[config.mk]
export PLATFORM = sky130hd
export DESIGN_NAME = serdes_link_sync
export DESIGN_NICKNAME = d
export VERILOG_FILES = /design/src/rtl/serdes_pkg.sv /design/src/rtl/serdes_lane_sync.sv /design/src/rtl/serdes_link_sync.sv
export SDC_FILE = /design/constraint.sdc
export NUM_CORES = 1
export LEC_CHECK = 0
export BUFFER_PORTS_ARGS = -buffer_cell sky130_fd_sc_hd__buf_2
export CELL_PAD_IN_SITES_DETAIL_PLACEMENT = 1
export CELL_PAD_IN_SITES_GLOBAL_PLACEMENT = 2
export CORE_MARGIN = 3
export CORE_UTILIZATION = 35
export CTS_CLUSTER_DIAMETER = 200
export DETAILED_ROUTE_END_ITERATION = 12
export PLACE_DENSITY_LB_ADDON = 0.1
export SYNTH_ARGS = -nofsm -noshare
export SYNTH_HDL_FRONTEND = slang
export SYNTH_SLANG_ARGS = --single-unit
export TNS_END_PERCENT = 1
[constraint.sdc]
create_clock -name clk_byte -period 2.69 [get_ports clk_byte]
set_input_delay 0.269 -clock clk_byte [delete_from_list [all_inputs] [get_ports clk_byte]]
set_output_delay 0.269 -clock clk_byte [all_outputs]
set_load 0.02 [all_outputs]
[src/rtl/serdes_pkg.sv]
// rtl/serdes_pkg.sv - shared constants, lane state type and symbol classifier for serdes_link_sync
//
// Purpose: common definitions for the lane synchronisers and the link top.
//   K28_5         idle / comma byte
//   lane_state_t  per-lane acquisition state
//   sym_class_t   error / good / comma flags for one received symbol
//   classify()    derives sym_class_t from the decoder outputs of one lane
package serdes_pkg;

    localparam logic [7:0] K28_5 = 8'hBC;

    typedef enum logic [1:0] {
        LOS  = 2'd0,
        ACQ  = 2'd1,
        SYNC = 2'd2
    } lane_state_t;

    typedef struct packed {
        logic err;
        logic good;
        logic comma;
    } sym_class_t;

    // Error and good are both qualified by valid, so an idle cycle is neither.
    function automatic sym_class_t classify(
        input logic       valid,
        input logic [7:0] data,
        input logic       k,
        input logic       code_err,
        input logic       disp_err
    );
        sym_class_t c;
        c.err   = valid & (code_err | disp_err);
        c.good  = valid & ~(code_err | disp_err);
        c.comma = c.good & k & (data == K28_5);
        return c;
    endfunction

endpackage

[src/rtl/serdes_lane_sync.sv]
// rtl/serdes_lane_sync.sv - per-lane comma acquisition, windowed loss-of-sync and error counter
//
// Purpose: tracks one lane through LOS -> ACQ -> SYNC and counts its symbol errors.
// Ports:
//   clk_byte        in   byte clock, rising edge
//   rst_n           in   asynchronous active-low reset
//   i_rx_data[7:0]  in   decoded byte
//   i_rx_k          in   control-symbol flag
//   i_rx_valid      in   symbol valid; nothing changes when low
//   i_rx_code_err   in   code violation
//   i_rx_disp_err   in   disparity error
//   i_err_clr       in   clear pulse for the error counter
//   o_lane_sync     out  registered (state == SYNC)
//   o_err_cnt[15:0] out  saturating error count
module serdes_lane_sync
    import serdes_pkg::*;
#(
    parameter int GOOD_THRESH = 16,
    parameter int ERR_BUDGET  = 4,
    parameter int ERR_WINDOW  = 256
) (
    input  logic        clk_byte,
    input  logic        rst_n,
    input  logic [7:0]  i_rx_data,
    input  logic        i_rx_k,
    input  logic        i_rx_valid,
    input  logic        i_rx_code_err,
    input  logic        i_rx_disp_err,
    input  logic        i_err_clr,
    output logic        o_lane_sync,
    output logic [15:0] o_err_cnt
);

    // Terminal values: the symbol seen while the counter holds these closes the phase.
    localparam logic [7:0]  GOOD_LAST = 8'(GOOD_THRESH - 1);
    localparam logic [7:0]  ERR_LAST  = 8'(ERR_BUDGET - 1);
    localparam logic [15:0] WIN_LAST  = 16'(ERR_WINDOW - 1);

    lane_state_t r_state;
    logic [7:0]  r_good_cnt;
    logic [15:0] r_win_cnt;
    logic [7:0]  r_win_err;
    logic        r_lane_sync;
    logic [15:0] r_err_cnt;
    sym_class_t  w_cls;

    assign w_cls = classify(i_rx_valid, i_rx_data, i_rx_k, i_rx_code_err, i_rx_disp_err);

    always_ff @(posedge clk_byte or negedge rst_n) begin
        if (!rst_n) begin
            r_state     <= LOS;
            r_good_cnt  <= 8'd0;
            r_win_cnt   <= 16'd0;
            r_win_err   <= 8'd0;
            r_lane_sync <= 1'b0;
            r_err_cnt   <= 16'd0;
        end else begin
            r_lane_sync <= (r_state == SYNC);

            // A clear coincident with an error keeps that error: counter restarts at 1.
            if (i_err_clr) begin
                r_err_cnt <= {15'd0, w_cls.err};
            end else if (w_cls.err && (r_err_cnt != 16'hFFFF)) begin
                r_err_cnt <= r_err_cnt + 16'd1;
            end

            case (r_state)
                LOS: begin
                    if (w_cls.comma) begin
                        r_state    <= ACQ;
                        r_good_cnt <= 8'd0;
                    end
                end
                ACQ: begin
                    if (w_cls.err) begin
                        r_state <= LOS;
                    end else if (w_cls.good) begin
                        if (r_good_cnt == GOOD_LAST) begin
                            r_state   <= SYNC;
                            r_win_cnt <= 16'd0;
                            r_win_err <= 8'd0;
                        end else begin
                            r_good_cnt <= r_good_cnt + 8'd1;
                        end
                    end
                end
                SYNC: begin
                    if (i_rx_valid) begin
                        // Budget exhaustion wins over window close on the same symbol.
                        if (w_cls.err && (r_win_err == ERR_LAST)) begin
                            r_state <= LOS;
                        end else if (r_win_cnt == WIN_LAST) begin
                            r_win_cnt <= 16'd0;
                            r_win_err <= 8'd0;
                        end else begin
                            r_win_cnt <= r_win_cnt + 16'd1;
                            if (w_cls.err) begin
                                r_win_err <= r_win_err + 8'd1;
                            end
                        end
                    end
                end
                default: r_state <= LOS;
            endcase
        end
    end

    assign o_lane_sync = r_lane_sync;
    assign o_err_cnt   = r_err_cnt;

endmodule

[src/rtl/serdes_link_sync.sv]
// rtl/serdes_link_sync.sv - multi-lane link synchroniser with K28.5 idle insertion on transmit
//
// Purpose: one serdes_lane_sync per lane, link_ready aggregation and the TX idle mux.
// Ports:
//   clk_byte, rst_n                  byte clock, asynchronous active-low reset
//   i_rx_data[8*LANES]               decoded bytes, lane i at [8i+7:8i]
//   i_rx_k/valid/code_err/disp_err   per-lane decoder flags
//   i_err_clr                        clears every lane error counter
//   o_lane_sync[LANES]               per-lane SYNC indication
//   o_link_ready                     all lanes in sync (registered)
//   o_lane_err_cnt[16*LANES]         saturating error counts
//   i_tx_data/i_tx_k/i_tx_valid      user transmit symbols, all lanes together
//   o_tx_ready                       equals o_link_ready
//   o_enc_data/o_enc_k               registered symbols to the encoders
module serdes_link_sync
    import serdes_pkg::*;
#(
    parameter int LANES       = 4,
    parameter int GOOD_THRESH = 16,
    parameter int ERR_BUDGET  = 4,
    parameter int ERR_WINDOW  = 256
) (
    input  logic                 clk_byte,
    input  logic                 rst_n,
    input  logic [8*LANES-1:0]   i_rx_data,
    input  logic [LANES-1:0]     i_rx_k,
    input  logic [LANES-1:0]     i_rx_valid,
    input  logic [LANES-1:0]     i_rx_code_err,
    input  logic [LANES-1:0]     i_rx_disp_err,
    input  logic                 i_err_clr,
    output logic [LANES-1:0]     o_lane_sync,
    output logic                 o_link_ready,
    output logic [16*LANES-1:0]  o_lane_err_cnt,
    input  logic [8*LANES-1:0]   i_tx_data,
    input  logic [LANES-1:0]     i_tx_k,
    input  logic                 i_tx_valid,
    output logic                 o_tx_ready,
    output logic [8*LANES-1:0]   o_enc_data,
    output logic [LANES-1:0]     o_enc_k
);

    logic [LANES-1:0]    w_lane_sync;
    logic [16*LANES-1:0] w_err_cnt;
    logic                r_link_ready;
    logic [8*LANES-1:0]  r_enc_data;
    logic [LANES-1:0]    r_enc_k;

    for (genvar g = 0; g < LANES; g++) begin : g_lane
        serdes_lane_sync #(
            .GOOD_THRESH (GOOD_THRESH),
            .ERR_BUDGET  (ERR_BUDGET),
            .ERR_WINDOW  (ERR_WINDOW)
        ) u_lane (
            .clk_byte      (clk_byte),
            .rst_n         (rst_n),
            .i_rx_data     (i_rx_data[8*g +: 8]),
            .i_rx_k        (i_rx_k[g]),
            .i_rx_valid    (i_rx_valid[g]),
            .i_rx_code_err (i_rx_code_err[g]),
            .i_rx_disp_err (i_rx_disp_err[g]),
            .i_err_clr     (i_err_clr),
            .o_lane_sync   (w_lane_sync[g]),
            .o_err_cnt     (w_err_cnt[16*g +: 16])
        );
    end

    // User symbols offered while not ready are dropped; the link idles on K28.5.
    always_ff @(posedge clk_byte or negedge rst_n) begin
        if (!rst_n) begin
            r_link_ready <= 1'b0;
            r_enc_data   <= {LANES{K28_5}};
            r_enc_k      <= {LANES{1'b1}};
        end else begin
            r_link_ready <= &w_lane_sync;
            if (r_link_ready && i_tx_valid) begin
                r_enc_data <= i_tx_data;
                r_enc_k    <= i_tx_k;
            end else begin
                r_enc_data <= {LANES{K28_5}};
                r_enc_k    <= {LANES{1'b1}};
            end
        end
    end

    assign o_lane_sync    = w_lane_sync;
    assign o_lane_err_cnt = w_err_cnt;
    assign o_link_ready   = r_link_ready;
    assign o_tx_ready     = r_link_ready;
    assign o_enc_data     = r_enc_data;
    assign o_enc_k        = r_enc_k;

endmodule

# --- Word level (Yosys, flattened, before mapping) ---
# Cells that the tools add are included.
word_totals:
  register_bits: 241
  inputBits: 88
  output_inout_bits: 106
  word_cells: 299
classes:
  n_addsub: 16
  eq_ne: 72
  mux: 118
  bitwise_logic: 24
  n_reduce_logical: 42
ops:
  columns: ["op", "count"]
  rows:
  - ["$mux 16", 32]
  - ["$mux 8", 44]
  - ["$add 16x1->16 const B", 8]
  - ["$pmux 16 s2", 4]
  - ["$pmux 8 s2", 8]
  - ["$add 8x1->8 const B", 8]
  - ["$eq 16x8->1 const B", 4]
  - ["$ne 16x16->1 const B", 4]
  - ["$mux 2", 24]
  - ["$ne 2x2->1 const B", 20]
  - ["$reduce_and 5->1", 8]
  - ["$eq 8x2->1 const B", 4]
  - ["$eq 8x4->1 const B", 4]
  - ["$eq 8x8->1 const B", 4]
  - ["$mux 32", 1]
  - ["$reduce_and 7->1", 4]
  - ["$ne 2x1->1 const B", 12]
  - ["$ne 3x1->1 const B", 8]
  - ["$pmux 2 s3", 4]
  - ["$reduce_and 6->1", 4]
  - ["$reduce_bool 2->1", 12]
  - ["$and 1x1->1", 16]
  - ["$ne 3x2->1 const B", 4]
  - ["$logic_and 1x1->1", 9]
  - ["7 further kinds", 22]

# --- Logic depth before layout (Yosys ltp) ---
logic_depth:
  ltp_word: 7
  depth_mapped: 8

# --- By module ---
# A second synthesis with hierarchy kept.
unflattened:
  cells_unflattened: 1330
  hier_area_um2: 12739.7
by_module_without_submodules:
  columns: ["mod", "n_inst", "cells_per_inst", "area_each_um2"]
  rows:
  - ["serdes_lane_sync at g_lane[0].u_lane ...", 2, 311, 2876.5]
  - ["serdes_lane_sync at g_lane[1].u_lane", 1, 312, 2885.3]
  - ["serdes_lane_sync at g_lane[3].u_lane", 1, 313, 2802.7]
  - ["serdes_link_sync", 1, 83, 1298.7]

# --- Worst setup path before layout ---
# OpenSTA, ideal clock, no wires.
synth_path:
  kind: "register -> register"
  startpoint: "register g_lane[1].u_lane.r_win_cnt[8]"
  endpoint: "register g_lane[1].u_lane.r_win_err[2]"
  setup_ns: 0.125
  t_arrival_ns: 2.108
  required_time_ns: 2.565
  slack_ns: 0.457
  stages_incl_launch_ff: 7
  n_path_buf: 1
  period_less_slack_ns: 2.233
  path_cell_list: "dfrtp_1 > or4_4 > or4_4 > and3_4 > buf_6 > and2_0 > mux2_2"
synth_between:
  elab_chain_len: 5
synth_lines:
  columns: ["element", "line_no", "source"]
  rows:
  - ["start: declaration", "serdes_lane_sync.sv:41", "logic [15:0] r_win_cnt;"]
  - ["start signal: assignment", "serdes_lane_sync.sv:96", "r_win_cnt <= r_win_cnt + 16'd1;"]
  - ["$eq 16x8->1 *", "serdes_lane_sync.sv:92", "end else if (r_win_cnt == WIN_LAST) begin"]
  - ["$mux 8", "serdes_lane_sync.sv:92", null]
  - ["$mux 8", "serdes_lane_sync.sv:90", "if (w_cls.err && (r_win_err == ERR_LAST)) begin"]
  - ["$mux 8", "serdes_lane_sync.sv:88", "if (i_rx_valid) begin"]
  - ["$pmux 8 s2", "serdes_lane_sync.sv:67", "case (r_state)"]
  - ["end signal: assignment", "serdes_lane_sync.sv:98", "r_win_err <= r_win_err + 8'd1;"]
  - ["end: declaration", "serdes_lane_sync.sv:42", "logic [7:0] r_win_err;"]
# Mark *: on every way between the ends. The rest lies on a longest branch, timed or not. The select of a mux whose other input is x is not followed.
# A chain may end at the register's enable or synchronous reset.

# --- Worst setup path in the final report ---
# Ends and elaborated chain as after synthesis.

==> metrics.md <==
| Metric | Value |
|---|---|
| Synth top area share | `0.437` |
| Syn Nets | `about 1400` |
| Syn-to-layout area delta | `25.2%` |
| Ys async rst share | `1.00` |
| Routed wire length | `36100 µm` |
| Status | `completed` |
| Peak supply drop | `slightly above 0.5 mV` |
| Final number of max-transition violations | `0` |
| Num Clock Sinks | `241` |
| EDFF count, synth | `0` |
| Setup Skew | `0.0134 ns` |
| Ys flop type | `dfrtp_1` |
| Half-perimeter wire length after placement | `25400 µm` |
| IO Pins | `194` |
| PortBufs | `193` |
| Critical setup path kind | `flop to flop` |
| Antenna diodes | `0` |
| DR vias | `11200` |
| CTS tree | `done` |
| Main area contributors after synthesis | `dfrtp_1 (44%), dfstp_2 (5.1%), o21ai_0 (5.0%)` |
| Post-synthesis register bit count | `around 240` |
| Die W | `194 µm` |
| Cell Chain, Critical Path | `or4_4 > or4_4 > and3_4 > and2_0 > mux2_2` |
| Fmax | `436 MHz` |
| Clock Path Buffers | `3` |
| Critical Path RT | `around 3.1 ns` |
| Antenna Nets Post-Route | `0` |
| P per Cell Area | `around 560 nW/µm²` |
| Avg WL per Cell | `17.5 µm` |
| Die H | `194 µm` |
| Count of final setup violators | `0` |
| Slew @ Worst Pin | `0.795 ns` |
| Slowest CP cell | `or4_4` |
| Filler instances | `4018` |
| Critical path peak fanout | `14` |
| Crit share post-route | `0.852` |
| Area leader, netlist | `dfrtp_1` |
| Vias per cell | `5.46` |
| CTS clk-pin slew, worst paths | `0.06 ns` |
| Post-route minimum period | `2.29 ns` |
| Synth warn | `0` |
| Hold Violations, Final | `0` |
| Crit path launch type | `flop` |
| DRT met1 WL | `17700 µm` |
| First DRT Iteration DRCs | `296` |
| Max incr delay on CP | `0.56 ns` |
| Final GP Congestion | `0.764` |
| Worst relative slew slack | `0.466` |
| Crit path DAT | `2.72 ns` |
| H-tree depth | `1` |
| Final net count | `1684` |
| Worst min path class | `primary input to flop` |
| Total congestion overflow | `0` |
| Clock buffer count from CTS | `29` |
| Setup TNS | `0 ns` |
| Root Buffer | `clkbuf_16` |
| Die area | `37800 µm²` |
| Commonest non-fill, non-tap cell in the layout | `dfrtp_1` |
| Distinct cells, synth | `between 70 and 80` |
| Max-cap check violation count | `0` |
| Post-Syn Area | `12400 µm²` |
| Largest net degree at the start of global routing | `72` |
| Pleak | `0.00692 µW` |
| Uppermost layer routed | `met4` |
| DRT Pass-1 Iters | `5` |
| Number of global-route vias before repair | `11800` |
| First-pass GRT wire length | `approximately 62000 µm` |
| Most frequent cells in the layout | `dfrtp_1 (217), buf_2 (192), nor2_1 (126), o21ai_0 (124), nand2_1 (106)` |
| Sequential fraction of the synthesis area | `0.488` |
| Crit end category | `flop` |
| Initial Util | `0.357` |
| Initial antenna violation count | `1` |
| Core area | `34800 µm²` |
| Metal3 WL | `1160 µm` |
| Avg Synthesized Cell Area | `9.35 µm²` |
| Row count | `68` |
| Layout cells sized above 1 | `0.220` |
| DR DRC count | `0` |
| Cells after DPL | `1967` |
| RSZ-0062 raised after global routing | `no` |
| Gr usage total | `0.189` |
| # Post-CTS Setup Buffers | `0` |
| WL met2 | `approximately 17000 µm` |
| Post-Syn Instances | `1329` |
| Finished Layout Cells | `2058` |
| Most common cell on crit path | `or4_4` |
| Skew-Pair Late Insertion Delay | `0.54 ns` |
==> metal layers <==
metal,track usage,vias up
li1,-,5421
met1,0.265,5594
met2,0.321,183
met3,0.0234,39
met4,0.0327,0
met5,0,-
==> cells by family after synthesis <==
family	share of synthesized area
compound gates	0.163
xor+xnor	0.0359
fa+ha+maj	0.0161
buf+inv	0.0267
flops	0.488
mux	0.00836
simple gates	0.263
==> critical path: cells and delay by family, from the launching register on <==
family / cells / cell delay (ns)
muxes: 1 / 0.25
DFF: 1 / 0.43
and+or+nand+nor: 4 / 1.48
==> Yosys cell counts (11+ instances only) <==
cell	n
a21oi_1	44
a22o_1	13
a31oi_1	19
and3_1	37
and4_1	11
clkbuf_1	38
dfrtp_1	217
dfstp_2	24
ha_1	16
inv_1	27
nand2_1	106
nand2b_1	15
nand3_1	73
nand4_1	48
nor2_1	126
nor2b_1	15
nor3_1	35
nor4_1	25
o21ai_0	124
o21ai_1	23
o31ai_1	36
or2_2	32
or3_1	17
or4_1	17
xnor2_1	28
xor2_1	23
==> through the flow <==
stage | worst slack (ns) | util | area, µm² | hold WS, ns | total power, µW
final | 0.399 | 0.447 | 15600 | 0.0758 | 8710
after global routing | 0.209 | 0.447 | 15600 | 0.0884 | 9130
after CTS | 0.375 | 0.447 | 15600 | 0.0456 | 8890
after detailed placement | 0.395 | 0.406 | 14100 | 0.293 | 4450
after global placement | 0.408 | 0.406 | 14100 | 0.291 | 4430
after floorplan | 0.457 | - | 12400 | -0.0266 | 4120
==> what timing repair did <==
| item | 4_1_cts | 5_1_grt |
|---|---|---|
| endpoints found under the hold margin | 104 | 0 |
| hold buffers | 37 | 0 |
| gates resized for setup | 0 | 0 |
==> flip-flops by register name, indices dropped and copies added, names as in the netlist <==
signal	flops
g_lane.u_lane.o_err_cnt	64
g_lane.u_lane.r_win_cnt	64
o_enc_data	32
g_lane.u_lane.r_good_cnt	32
g_lane.u_lane.o_lane_sync	4
o_link_ready	1
o_enc_k	4
g_lane.u_lane.r_state	8
g_lane.u_lane.r_win_err	32
==> path summary, 6_finish.rpt <==
check                                                           from                                         to  slack, ns  depth (start not counted)
max                        g_lane[1].u_lane.r_win_cnt[8]$_DFFE_PN0P_  g_lane[1].u_lane.r_win_err[2]$_DFFE_PN0P_       0.40                          5
min                                                    i_rx_valid[0]    g_lane[0].u_lane.r_state[0]$_DFFE_PN0P_       0.08                          4
max reg2reg                g_lane[1].u_lane.r_win_cnt[8]$_DFFE_PN0P_  g_lane[1].u_lane.r_win_err[2]$_DFFE_PN0P_       0.40                          5
min reg2reg                g_lane[1].u_lane.r_win_err[7]$_DFFE_PN0P_  g_lane[1].u_lane.r_win_err[7]$_DFFE_PN0P_       0.48                          1
max in group asynchronous                                      rst_n  g_lane[0].u_lane.r_win_err[0]$_DFFE_PN0P_       1.63                          3
min in group asynchronous                                      rst_n  g_lane[2].u_lane.o_err_cnt[6]$_DFFE_PN0P_       0.28                          2
==> layout make-up <==
cell class                      instances  area, µm²  area share
Multi-Input combinational cell       1009       6060       0.389
Inverter                               27        101     0.00651
Timing Repair Buffer                  272       1710       0.110
Clock inverter                         11        211      0.0136
Sequential cell                       241       6060       0.390
Tap cell                              455        569      0.0366
Clock buffer                           43        848      0.0545
==> power breakdown <==
| part | leakage, µW | switching [µW] | internal (µW) |
|---|---|---|---|
| sequential | 0.00321 | 81.8 | 3690 |
| combinational | 0.00319 | 397 | 239 |
| clock | 0.000517 | 1560 | 2750 |
| total | 0.00692 | 2030 | 6680 |
Note: power is estimated with default switching activity, not from simulation.
